[config.mk]
export PLATFORM = sky130hd
export DESIGN_NAME = seg_scan_driver_flat
export DESIGN_NICKNAME = d
export VERILOG_FILES = /design/src/rtl/clock_disp_pkg.sv /design/src/rtl/seg_scan_driver_if.sv /design/src/rtl/seg_scan_driver_seg7_decode.sv /design/src/rtl/seg_scan_driver.sv /design/src/flat_wrapper.sv
export SDC_FILE = /design/constraint.sdc
export NUM_CORES = 1
export LEC_CHECK = 0
export CAP_MARGIN = 15
export CORE_MARGIN = 3
export CORE_UTILIZATION = 35
export DETAILED_ROUTE_END_ITERATION = 8
export GPL_ROUTABILITY_DRIVEN = 0
export HOLD_SLACK_MARGIN = 0.05
export PLACE_DENSITY = 0.7
export SLEW_MARGIN = 25
export SYNTH_ARGS = -nofsm -noshare
export SYNTH_HDL_FRONTEND = slang
export SYNTH_SLANG_ARGS = --single-unit
export TNS_END_PERCENT = 20
[constraint.sdc]
create_clock -name clk -period 3 [get_ports clk]
set_input_delay 0.9 -clock clk [delete_from_list [all_inputs] [get_ports clk]]
set_output_delay 0.9 -clock clk [all_outputs]
set_load 0.05 [all_outputs]
[src/rtl/clock_disp_pkg.sv]
// Shared digit-field layout and 7-segment constants for the clock display path.
// Used by the digit-code interface, the scan driver and the segment decoder.
package clock_disp_pkg;

    localparam int unsigned NUM_DIGITS = 8;
    localparam int unsigned DIGIT_W    = 6;
    localparam int unsigned CODE_W     = 4;
    localparam int unsigned BLINK_BIT  = 5;
    localparam int unsigned DOT_BIT    = 4;
    localparam int unsigned IDX_W      = $clog2(NUM_DIGITS);

    localparam logic [CODE_W-1:0] CODE_DASH = 4'd10;

    // Active-low {g,f,e,d,c,b,a}
    localparam logic [6:0] SEG_BLANK = 7'h7F;
    localparam logic [6:0] SEG_DASH  = 7'h3F;
    localparam logic [6:0] SEG_0     = 7'h40;
    localparam logic [6:0] SEG_1     = 7'h79;
    localparam logic [6:0] SEG_2     = 7'h24;
    localparam logic [6:0] SEG_3     = 7'h30;
    localparam logic [6:0] SEG_4     = 7'h19;
    localparam logic [6:0] SEG_5     = 7'h12;
    localparam logic [6:0] SEG_6     = 7'h02;
    localparam logic [6:0] SEG_7     = 7'h78;
    localparam logic [6:0] SEG_8     = 7'h00;
    localparam logic [6:0] SEG_9     = 7'h10;

    typedef logic [NUM_DIGITS-1:0][DIGIT_W-1:0] digit_frame_t;

    typedef enum logic {
        ST_DEAD = 1'b0,
        ST_ON   = 1'b1
    } scan_state_e;

endpackage

[src/rtl/seg_scan_driver_if.sv]
// Digit-code interface between the clock user interface (master) and the
// display scan driver (slave), including the board-side pin outputs.
interface seg_scan_driver_if;
    import clock_disp_pkg::*;

    logic [NUM_DIGITS*DIGIT_W-1:0] digits;
    logic [7:0]                    an;
    logic [6:0]                    seg;
    logic                          dp;

    modport master (output digits, input an, input seg, input dp);
    modport slave  (input digits, output an, output seg, output dp);

endinterface

[src/rtl/seg_scan_driver_seg7_decode.sv]
// Combinational 4-bit code to active-low 7-segment pattern decoder.
module seg7_decode
    import clock_disp_pkg::*;
(
    input  logic [CODE_W-1:0] code,
    output logic [6:0]        seg
);

    always_comb begin
        seg = SEG_BLANK;
        case (code)
            4'd0:      seg = SEG_0;
            4'd1:      seg = SEG_1;
            4'd2:      seg = SEG_2;
            4'd3:      seg = SEG_3;
            4'd4:      seg = SEG_4;
            4'd5:      seg = SEG_5;
            4'd6:      seg = SEG_6;
            4'd7:      seg = SEG_7;
            4'd8:      seg = SEG_8;
            4'd9:      seg = SEG_9;
            CODE_DASH: seg = SEG_DASH;
            default:   seg = SEG_BLANK;
        endcase
    end

endmodule

[src/rtl/seg_scan_driver.sv]
// Time-multiplexed 8-digit common-anode 7-segment scan driver with dead time.
// Per-digit blinking is built only when SEG_BLINK_EN is defined.
module seg_scan_driver
    import clock_disp_pkg::*;
#(
    parameter int unsigned DIGIT_CYCLES = 12500,
    parameter int unsigned DEAD_CYCLES  = 250,
    parameter int unsigned BLINK_CYCLES = 25000000
) (
    input  logic            clk,
    input  logic            rst,
    seg_scan_driver_if.slave disp
);

    localparam int unsigned       SLOT_W    = (DIGIT_CYCLES > 1) ? $clog2(DIGIT_CYCLES) : 1;
    localparam logic [SLOT_W-1:0] SLOT_LAST = SLOT_W'(DIGIT_CYCLES - 1);
    localparam logic [SLOT_W-1:0] DEAD_LAST = SLOT_W'(DEAD_CYCLES - 1);

    scan_state_e         state_q, state_d;
    logic [SLOT_W-1:0]   slot_cnt;
    logic [IDX_W-1:0]    idx;
    digit_frame_t        frame_reg;
    logic [DIGIT_W-1:0]  cur_digit;
    logic [6:0]          dec_seg;
    logic                slot_wrap;
    logic                slot_start;
    logic                hide;
    logic [7:0]          an_d;
    logic [6:0]          seg_d;
    logic                dp_d;

    assign slot_wrap  = (slot_cnt == SLOT_LAST);
    assign slot_start = (slot_cnt == '0);
    assign cur_digit  = frame_reg[idx];

    always_ff @(posedge clk) begin
        if (rst) begin
            slot_cnt  <= '0;
            idx       <= '0;
            frame_reg <= '0;
        end else begin
            slot_cnt <= slot_wrap ? '0 : slot_cnt + 1'b1;
            if (slot_wrap) begin
                idx <= idx + 1'b1;
            end
            if (slot_start && idx == '0) begin
                frame_reg <= disp.digits;
            end
        end
    end

`ifdef SEG_BLINK_EN
    localparam int unsigned        BLINK_W    = (BLINK_CYCLES > 1) ? $clog2(BLINK_CYCLES) : 1;
    localparam logic [BLINK_W-1:0] BLINK_LAST = BLINK_W'(BLINK_CYCLES - 1);

    logic [BLINK_W-1:0] blink_cnt;
    logic               blink_phase;
    logic               slot_phase;
    logic               phase_next;

    // Slot sampling uses the post-toggle phase so a coincident wrap is not lost.
    assign phase_next = (blink_cnt == BLINK_LAST) ? ~blink_phase : blink_phase;

    always_ff @(posedge clk) begin
        if (rst) begin
            blink_cnt   <= '0;
            blink_phase <= 1'b1;
            slot_phase  <= 1'b1;
        end else begin
            blink_cnt   <= (blink_cnt == BLINK_LAST) ? '0 : blink_cnt + 1'b1;
            blink_phase <= phase_next;
            if (slot_start) begin
                slot_phase <= phase_next;
            end
        end
    end

    assign hide = cur_digit[BLINK_BIT] & ~slot_phase;
`else
    logic unused_blink;
    assign unused_blink = ^{cur_digit[BLINK_BIT], BLINK_CYCLES[0]};
    assign hide         = 1'b0;
`endif

    seg7_decode u_decode (
        .code (cur_digit[CODE_W-1:0]),
        .seg  (dec_seg)
    );

    // state_q tracks the DEAD/ON phase of the current slot_cnt value.
    always_ff @(posedge clk) begin
        if (rst) begin
            state_q <= ST_DEAD;
        end else begin
            state_q <= state_d;
        end
    end

    always_comb begin
        state_d = state_q;
        an_d    = '1;
        seg_d   = SEG_BLANK;
        dp_d    = 1'b1;
        if (slot_wrap) begin
            state_d = ST_DEAD;
        end else if (slot_cnt == DEAD_LAST) begin
            state_d = ST_ON;
        end
        if (state_q == ST_ON) begin
            an_d = ~(8'b1 << idx);
            if (!hide) begin
                seg_d = dec_seg;
                dp_d  = ~cur_digit[DOT_BIT];
            end
        end
    end

    always_ff @(posedge clk) begin
        if (rst) begin
            disp.an  <= '1;
            disp.seg <= SEG_BLANK;
            disp.dp  <= 1'b1;
        end else begin
            disp.an  <= an_d;
            disp.seg <= seg_d;
            disp.dp  <= dp_d;
        end
    end

endmodule

[src/flat_wrapper.sv]
// flat-port wrapper written by rule: the top's interface ports become plain ports
module seg_scan_driver_flat import clock_disp_pkg::*;
#(
    parameter int unsigned DIGIT_CYCLES = 12500,
    parameter int unsigned DEAD_CYCLES  = 250,
    parameter int unsigned BLINK_CYCLES = 25000000
)
  (clk, rst, disp_digits, disp_an, disp_seg, disp_dp);
  seg_scan_driver_if disp_i ();
  input  logic clk;
  input  logic rst;
  input wire logic [$bits(disp_i.digits)-1:0] disp_digits;
  output wire logic [$bits(disp_i.an)-1:0] disp_an;
  output wire logic [$bits(disp_i.seg)-1:0] disp_seg;
  output wire logic [$bits(disp_i.dp)-1:0] disp_dp;
  assign disp_i.digits = disp_digits;
  assign disp_an = disp_i.an;
  assign disp_seg = disp_i.seg;
  assign disp_dp = disp_i.dp;
  seg_scan_driver #(.DIGIT_CYCLES(DIGIT_CYCLES), .DEAD_CYCLES(DEAD_CYCLES), .BLINK_CYCLES(BLINK_CYCLES)) u_core (.clk(clk), .rst(rst), .disp(disp_i));
endmodule
# Word-level counts from Yosys, hierarchy flattened
# Memory sizes are Yosys's and may differ from the RTL's. A register that Yosys moved wholly into a read port is not among the register bits.
# Cells that the tools add are included.
dict set report word_totals {
  reg_bits 75
  romBits 112
  input_bits 50
  out_inout_bits 16
  elab_cells 30
  mem_count 1
}
dict set report classes {
  add_sub_neg 2
  n_lt_le_gt_ge 1
  eq_ne 2
  shifts 1
  n_mux 2
  bitwise_logic 3
  reduce_logical 5
}
# memory depth word_bits rd rd_ports_with_merged_regs write_ports line_no
set memory_table {}
lappend memory_table {{(name not given)} 16 7 1 1 0 seg_scan_driver_seg7_decode.sv:11} ;# case (code)
# cell count
set op_table {}
lappend op_table {{$bmux 6 s3} 1}
lappend op_table {{$add 14x1->14 const B} 1}
lappend op_table {{$eq 14x14->1 const B} 1}
lappend op_table {{$eq 14x8->1 const B} 1}
lappend op_table {{$logic_not 14->1} 1}
lappend op_table {{$not 8->8} 1}
lappend op_table {{$shl 1x3->8 const A} 1}
lappend op_table {{$mux 5} 1}
lappend op_table {{$lt 3x4->1 const B} 1}
lappend op_table {{$reduce_or 2->1} 2}
lappend op_table {{$add 3x1->3 const B} 1}
lappend op_table {{$logic_not 3->1} 1}
lappend op_table {{$not 1->1} 2}
lappend op_table {{$logic_and 1x1->1} 1}

# Depth between registers and ports, before layout
# Gate-level depths: netlist of the first run.
dict set report logic_depth {
  word_depth 3
  mapped_depth 8
  ltp_nobuf 7
}

# Modules after synthesis
# From an unflattened synthesis of the first run, not the netlist that was laid out.
dict set report hier_totals {
  cells_unflattened 372
  area_unflattened_um2 3250.6
}
# module instances cells_each area_each_um2 seq_area_each_um2
set modules_own_cells {}
lappend modules_own_cells {seg_scan_driver 1 339 3024.2 1481.4}
lappend modules_own_cells {seg7_decode 1 33 226.5 0.0}

# Least setup slack after synthesis of the first run
# No wires, ideal clock.
dict set report synth_timing {
  path_kind {reg-to-reg}
  start {register u_core.idx[0]}
  end {register u_core.disp.seg[1]}
  setup_ns 0.138
  arrival_time_ns 2.022
  required_time_ns 2.862
  path_slack_ns 0.841
  path_stages_with_launch 8
  n_path_buf 1
  synth_period_minus_slack_ns 2.159
  cell_sequence {dfxtp_1 > buf_2 > mux4_2 > mux2_2 > inv_1 > ha_1 > nor2_1 > o21ai_0}
}
dict set report synth_via {
  elab_chain_len 2
}
# element line_no
set synth_rtl {}
lappend synth_rtl {{from (decl)} seg_scan_driver.sv:21} ;# logic [IDX_W-1:0] idx;
lappend synth_rtl {{from (signal assigned)} seg_scan_driver.sv:44} ;# idx <= idx + 1'b1;
lappend synth_rtl {{$bmux 6 s3} seg_scan_driver.sv:34} ;# assign cur_digit = frame_reg[idx];
lappend synth_rtl {{$mux 5 (implied by the code)} seg_scan_driver.sv:34}
lappend synth_rtl {{to (decl)} seg_scan_driver_if.sv:12} ;# modport slave (input digits, output an, output seg, output dp);
# No other way between the ends. The select of a mux whose other input is x is not followed.
# A chain may end at the register's enable or synchronous reset.

# Worst setup path after layout of the first run
dict set report layout_timing {
  start {register u_core.idx[0]}
  end {register u_core.disp.seg[0]}
}
# Same word-level chain as after synthesis.

==> results of run 1 <==
## stage by stage
stage	worst slack, ns	hold WS [ns]	cell area [µm²]	util [%]	std cells
after global routing	0.350	0.490	4190	46.7	545
final	0.529	0.473	4190	46.7	545
after floorplan	0.841	0.444	3320	-	368
after detailed placement	0.488	0.465	3980	44.3	530
after global placement	0.563	0.457	3980	44.3	530
after CTS	0.475	0.474	4190	46.7	545
## logic make-up after synthesis
logic type | after synthesis | share of synthesized area (%)
AO/OA/AOI/OAI | 97 | 15.3
XOR/XNOR | 13 | 3.43
adder cells (fa/ha/maj) | 14 | 5.28
buffers and inverters | 41 | 5.35
flip-flops | 74 | 44.6
multiplexers | 18 | 9.57
AND/OR/NAND/NOR | 111 | 16.4
## worst reg2reg max path: cells and delay by family, from the launching register on
family	cells	cell delay (ns)
buf+inv	1	0.14
mux	3	1.20
fa+ha+maj	1	0.20
compound gates	1	0.12
flops	1	0.69
## final timing paths
path,start,endpoint,slack (ns),cells past startpoint
max,u_core.idx[0]$_SDFFE_PP0N_,u_core.disp.seg[0]$_SDFF_PP1_,0.53,6
min,u_core.frame_reg[15]$_SDFFE_PP0P_,u_core.frame_reg[15]$_SDFFE_PP0P_,0.47,2
max reg2reg,u_core.idx[0]$_SDFFE_PP0N_,u_core.disp.seg[0]$_SDFF_PP1_,0.53,6
min reg2reg,u_core.frame_reg[15]$_SDFFE_PP0P_,u_core.frame_reg[15]$_SDFFE_PP0P_,0.47,2
## metal layers
layer  part of all wire [%]  up-vias  GRT usage, %  wire length (µm)
met5                      0        -             0                 0
met4                    2.3        0          6.67               172
met3                    4.6       13          4.56               346
met2                     48       63          24.5              3630
met1                     45     1298          19.3              3340
li1                       -     1397             -                 -
## cell usage after synthesis
master    number  area share, %
xor2_1         1           0.26
nand3_1       49            7.4
xnor2_1       12            3.2
buf_4          1           0.23
mux4_1         1           0.79
nand2b_1       1           0.19
nor3_2         1           0.30
clkinv_1       1           0.11
o21ai_0       32            4.8
ha_1          14            5.3
a22oi_1        2           0.45
buf_6          1           0.34
a21oi_1       46            6.9
mux2_4         1           0.45
nor2_1        25            2.8
a311oi_1       1           0.26
mux2i_1        4            1.2
mux4_2         9            6.1
nor3b_1        1           0.23
inv_1         11            1.2
or2_1          1           0.19
a32oi_1        3           0.79
mux2_2         3            1.0
buf_2         10            1.5
buf_1          1           0.11
nor2b_1        1           0.19
dfxtp_1       74             45
or3_1          2           0.38
a21o_1         1           0.23
or4_4          1           0.34
o21ai_1       12            1.8
nand4_1        4           0.75
nand2_1       13            1.5
clkbuf_1      16            1.8
and4_1         1           0.26
nor3_1         4           0.60
nor4_1         7            1.3
## cell usage in the layout (no fill, tap or decap), drive strengths merged
cell / Yosys / routed
mux2i: 4 / 4
o21ai: 44 / 44
nor4: 7 / 7
and4: 1 / 1
clkbuf: 16 / 10
a21o: 1 / 1
dfxtp: 74 / 74
or3: 2 / 2
nand2b: 1 / 1
nor2b: 1 / 1
mux4: 10 / 10
a21oi: 46 / 46
or2: 1 / 1
nand4: 4 / 4
a311oi: 1 / 1
clkinv: 1 / 4
nor3: 5 / 5
clkdlybuf4s50: 0 / 57
xor2: 1 / 1
ha: 14 / 14
a22oi: 2 / 2
nor3b: 1 / 1
or4: 1 / 1
xnor2: 12 / 12
a32oi: 3 / 3
nand2: 13 / 13
inv: 11 / 11
mux2: 4 / 4
nor2: 25 / 25
buf: 13 / 8
nand3: 49 / 49
bufinv: 0 / 2
## where the power goes
group	leakage [nW]	switching, W	total, W	internal [W]
sequential	0.605	0.0000266	0.00106	0.00104
combinational	0.805	0.000152	0.000289	0.000138
clock	0.112	0.000360	0.000844	0.000484
total	1.52	0.000538	0.00220	0.00166
## cell type report
| type | instances | area, µm² | area share, % |
|---|---|---|---|
| timing repair buffer | 65 | 631 | 15.0 |
| clock buffer | 10 | 138 | 3.28 |
| sequential | 74 | 1480 | 35.3 |
| inverter | 12 | 45.0 | 1.07 |
| multi-input combinational | 253 | 1660 | 39.6 |
| clock inverter | 5 | 78.8 | 1.88 |
| tap | 126 | 158 | 3.76 |
==> impl_metrics.tcl, run 1 <==
set metrics [dict create \
    io_pins 66 \
    cp.arrival_ns 2.70 \
    slew_headroom_pct 57.4 \
    power.total_w 0.00220 \
    fin_crit_ns 2.47 \
    nNetsFinal 479 \
    syn_inst 368 \
    post_cts_resized 0 \
    root_buffer "clkbuf_8" \
    port_buffers 57 \
    max_freq_mhz 405 \
    grt-ovfl-total 0 \
    critical-path-max-stage-delay_ns 0.69 \
    grt_max_degree 43 \
    cts_buffers 9 \
    drive_gt1_share_pct 9.55 \
    cts_buffer_depth 2 \
    synth_warnings 0 \
    path_clk_slew_ns 0.07 \
    die_h_um 103 \
    ys_seq_area_share_pct 44.6 \
    critPathMaxFanout 10 \
    grt_pass1_wl_um 12600 \
    finalSetupViolations 0 \
    detail-route-antenna-nets 0 \
    status "finished clean" \
    dp_hpwl_um 5310 \
    clkLatencyLatePin_ns 0.36 \
    postCtsHoldBufs 0 \
    cp-end-kind "flop" \
    drt-pass1-iter-count 4 \
    h-tree-depth 3 \
    finalHoldViolations 0 \
    worst_path_max_delay_cell "dfxtp_1" \
    ys_types 37 \
    area_growth_pct 26.3 \
    critPathBufInv 1 \
    cap_violations 0 \
    post_cts_buffers 0 \
    start_util_pct 37.0 \
    wl_per_cell_um 13.7 \
    clock_skew_ns 0.00897 \
    synth.cell_area_mm2 0.00332 \
    worst_pin_slew_ns 0.638 \
    max-vdd-ir-drop_uv 271 \
    avgSynthCellArea_um2 9.02 \
    worstPathRequired_ns 3.23 \
    critPathTopFamily "multiplexers" \
    via_count 2771 \
    timing.final.crit_share_pct 82.4 \
    cp_cell_sequence "mux4_2 -> mux2i_1 -> inv_1 -> ha_1 -> mux2i_1 -> a22oi_1" \
    synth_seq_cells 74 \
    grt_usage_pct 15.3 \
    rsz0062_at_grt "no" \
    rows 34 \
    grt_antenna_before_repair 0 \
    setup-tns-final_ns 0 \
    drt-total-wl_um 7490 \
    fillCellCount 841 \
    cts_tree "yes" \
    vias_per_cell 5.08 \
    syn_nets 432 \
    start_kind "flop" \
    core_mm2 0.00898 \
    die_w_um 103 \
    dieArea_mm2 0.0107 \
    drc 0 \
    antenna_cells 0 \
    slew_viol_final 0 \
    power_density_mw_per_mm2 524 \
    min-delay-path-class "reg2reg" \
    largest_reg_flops 40 \
    first_global_vias 2724 \
    drt_iter0_drc 123 \
    worstSetupPathType "reg2reg" \
    leakage_nw 1.52 \
    cts_sinks 74 \
    crit_top_cell "mux2i_1" \
]
(Power assumes the default switching activity.)
==> inputs of run 2 (changes only) <==
==> constraint.sdc (replaced) <==
create_clock -name clk -period 2.3 [get_ports clk]
set_input_delay 0.69 -clock clk [delete_from_list [all_inputs] [get_ports clk]]
set_output_delay 0.69 -clock clk [all_outputs]
set_load 0.05 [all_outputs]
==> run 2 against run 1 <==
  * Register-to-register slack lost 0.37 ns
  * Critical path depth grew 1
  * Critical path type unchanged
  * First-iteration DRC count grew 73%
  * Clock skew grew 0.0013 ns
  * Largest cell class unchanged
  * Sequential share of layout area shrank 0.39 points
  * Worst hold slack gained 0.0025 ns
  * Sequential power grew 31%
  * Largest power group unchanged
  * Non-clock buffer count grew 7
  * Highest routed layer unchanged
==> impl_metrics.tcl, run 2 (synthesis results as in run 1) <==
set metrics [dict create \
    seq_area_mm2 0.00148 \
    final_common_cell "dfxtp_1" \
    nNetsFinal 486 \
    rsz0062_at_grt "no" \
    dieArea_mm2 0.0107 \
    start_kind "flop" \
    place_ws_ns 0.185 \
    grt_antenna_before_repair 0 \
    antenna_cells 0 \
    final_cell_mix "dfxtp_1 (74), clkdlybuf4s50_1 (57), nand3_1 (49)" \
    fin_crit_ns 2.14 \
    min-delay-path-class "reg2reg" \
    critPathBufInv 2 \
    status "finished clean" \
    pwr-share-clk_pct 35.3 \
    cts_tree "yes" \
    path_clk_slew_ns 0.07 \
    cp-end-kind "flop" \
    postCtsHoldBufs 0 \
    p_sw_share_pct 25.0 \
    drc 0 \
    cp_cell_sequence "buf_12 -> mux4_2 -> mux2i_1 -> inv_1 -> ha_1 -> mux2i_1 -> a22oi_1" \
    die_h_um 103 \
    first_global_vias 2703 \
    setup-tns-final_ns 0 \
    start_util_pct 37.0 \
    power_frac_comb_pct 14.1 \
    grt_pass1_wl_um 12700 \
    critPathMaxFanout 10 \
    grt-ovfl-total 0 \
    switchingPower_w 0.000687 \
    worst_pin_slew_ns 0.511 \
    critical-path-max-stage-delay_ns 0.52 \
    detail-route-antenna-nets 0 \
    p_int_w 0.00206 \
    fin_util_pct 47.2 \
    power.total_w 0.00275 \
    worstPathRequired_ns 2.51 \
    grt_max_degree 41 \
    worst_path_max_delay_cell "mux4_2" \
    cts_buffer_depth 2 \
    largest_reg_flops 40 \
    rows 34 \
    power_density_mw_per_mm2 649 \
    finalHoldViolations 0 \
    drt_iter0_drc 213 \
    timing.final.crit_share_pct 93.0 \
    slew_headroom_pct 65.9 \
    wl_per_cell_um 13.9 \
    drive_gt1_share_pct 10.3 \
    core_mm2 0.00898 \
    io_pins 66 \
    drt-total-wl_um 7660 \
    pwr-share-seq_pct 50.5 \
    clkLatencyLatePin_ns 0.35 \
    max-vdd-ir-drop_uv 301 \
    cp.arrival_ns 2.35 \
    cap_violations 0 \
    fillCellCount 853 \
    fin_ws_ns 0.160 \
    leakage_nw 1.55 \
    via_count 2796 \
    post_cts_resized 0 \
    cts_sinks 74 \
    finalSetupViolations 0 \
    area_growth_pct 27.7 \
    clock_skew_ns 0.0103 \
    critPathTopFamily "multiplexers" \
    h-tree-depth 3 \
    holdWs_ns 0.475 \
    drt-pass1-iter-count 4 \
    worstSetupPathType "reg2reg" \
    multiInputGateArea_mm2 0.00166 \
    dp_hpwl_um 5450 \
    vias_per_cell 5.07 \
    crit_top_cell "mux2i_1" \
    post_cts_buffers 0 \
    port_buffers 57 \
    grt_usage_pct 15.5 \
    cts_buffers 9 \
    max_freq_mhz 467 \
    root_buffer "clkbuf_8" \
    die_w_um 103 \
    slew_viol_final 0 \
]
[run 2: metrics by stage]
stage	cells	area, µm²
after floorplan	368	3320
after global placement	537	4060
final	552	4240
after CTS	552	4240
after global routing	552	4240
after detailed placement	537	4060
[run 2: worst paths after layout]
path / end / slack [ns] / depth (start not counted) / startpoint
worst max register to register: u_core.disp.seg[0]$_SDFF_PP1_ / 0.16 / 7 / u_core.idx[0]$_SDFFE_PP0N_
worst max-delay path: u_core.disp.seg[0]$_SDFF_PP1_ / 0.16 / 7 / u_core.idx[0]$_SDFFE_PP0N_
worst min-delay path: u_core.frame_reg[27]$_SDFFE_PP0P_ / 0.48 / 2 / u_core.frame_reg[27]$_SDFFE_PP0P_
worst min register to register: u_core.frame_reg[27]$_SDFFE_PP0P_ / 0.48 / 2 / u_core.frame_reg[27]$_SDFFE_PP0P_
[run 2: power groups by stage]
stage	sequential [W]	clock, W	combinational (W)
3_5_place_dp	0.00142	0	0.000392
2_1_floorplan	0.00140	0	0.000257
4_1_cts	0.00139	0.000994	0.000394
3_3_place_gp	0.00141	0	0.000381
6_report	0.00139	0.000972	0.000389
5_1_grt	0.00139	0.00105	0.000440
[run 2: area by class of cell]
type	instances	area share [%]
Multi-Input combinational cell	253	39.2
Sequential cell	74	34.9
Timing Repair Buffer	72	16.7
Tap cell	126	3.72
Clock buffer	12	3.42
Inverter	12	1.06
Clock inverter	3	0.944
[run 2: tightest hold or removal path: stages (launching register included)]
cell and delay (ns):
dfxtp_1 0.31, o21ai_0 0.06, a21oi_1 0.06
[run 2: layer usage]
layer / track usage [%] / wire length, µm
met3: 4.09 / 283
met2: 24.7 / 3650
met5: 0 / 0
met1: 19.4 / 3510
met4: 7.57 / 225
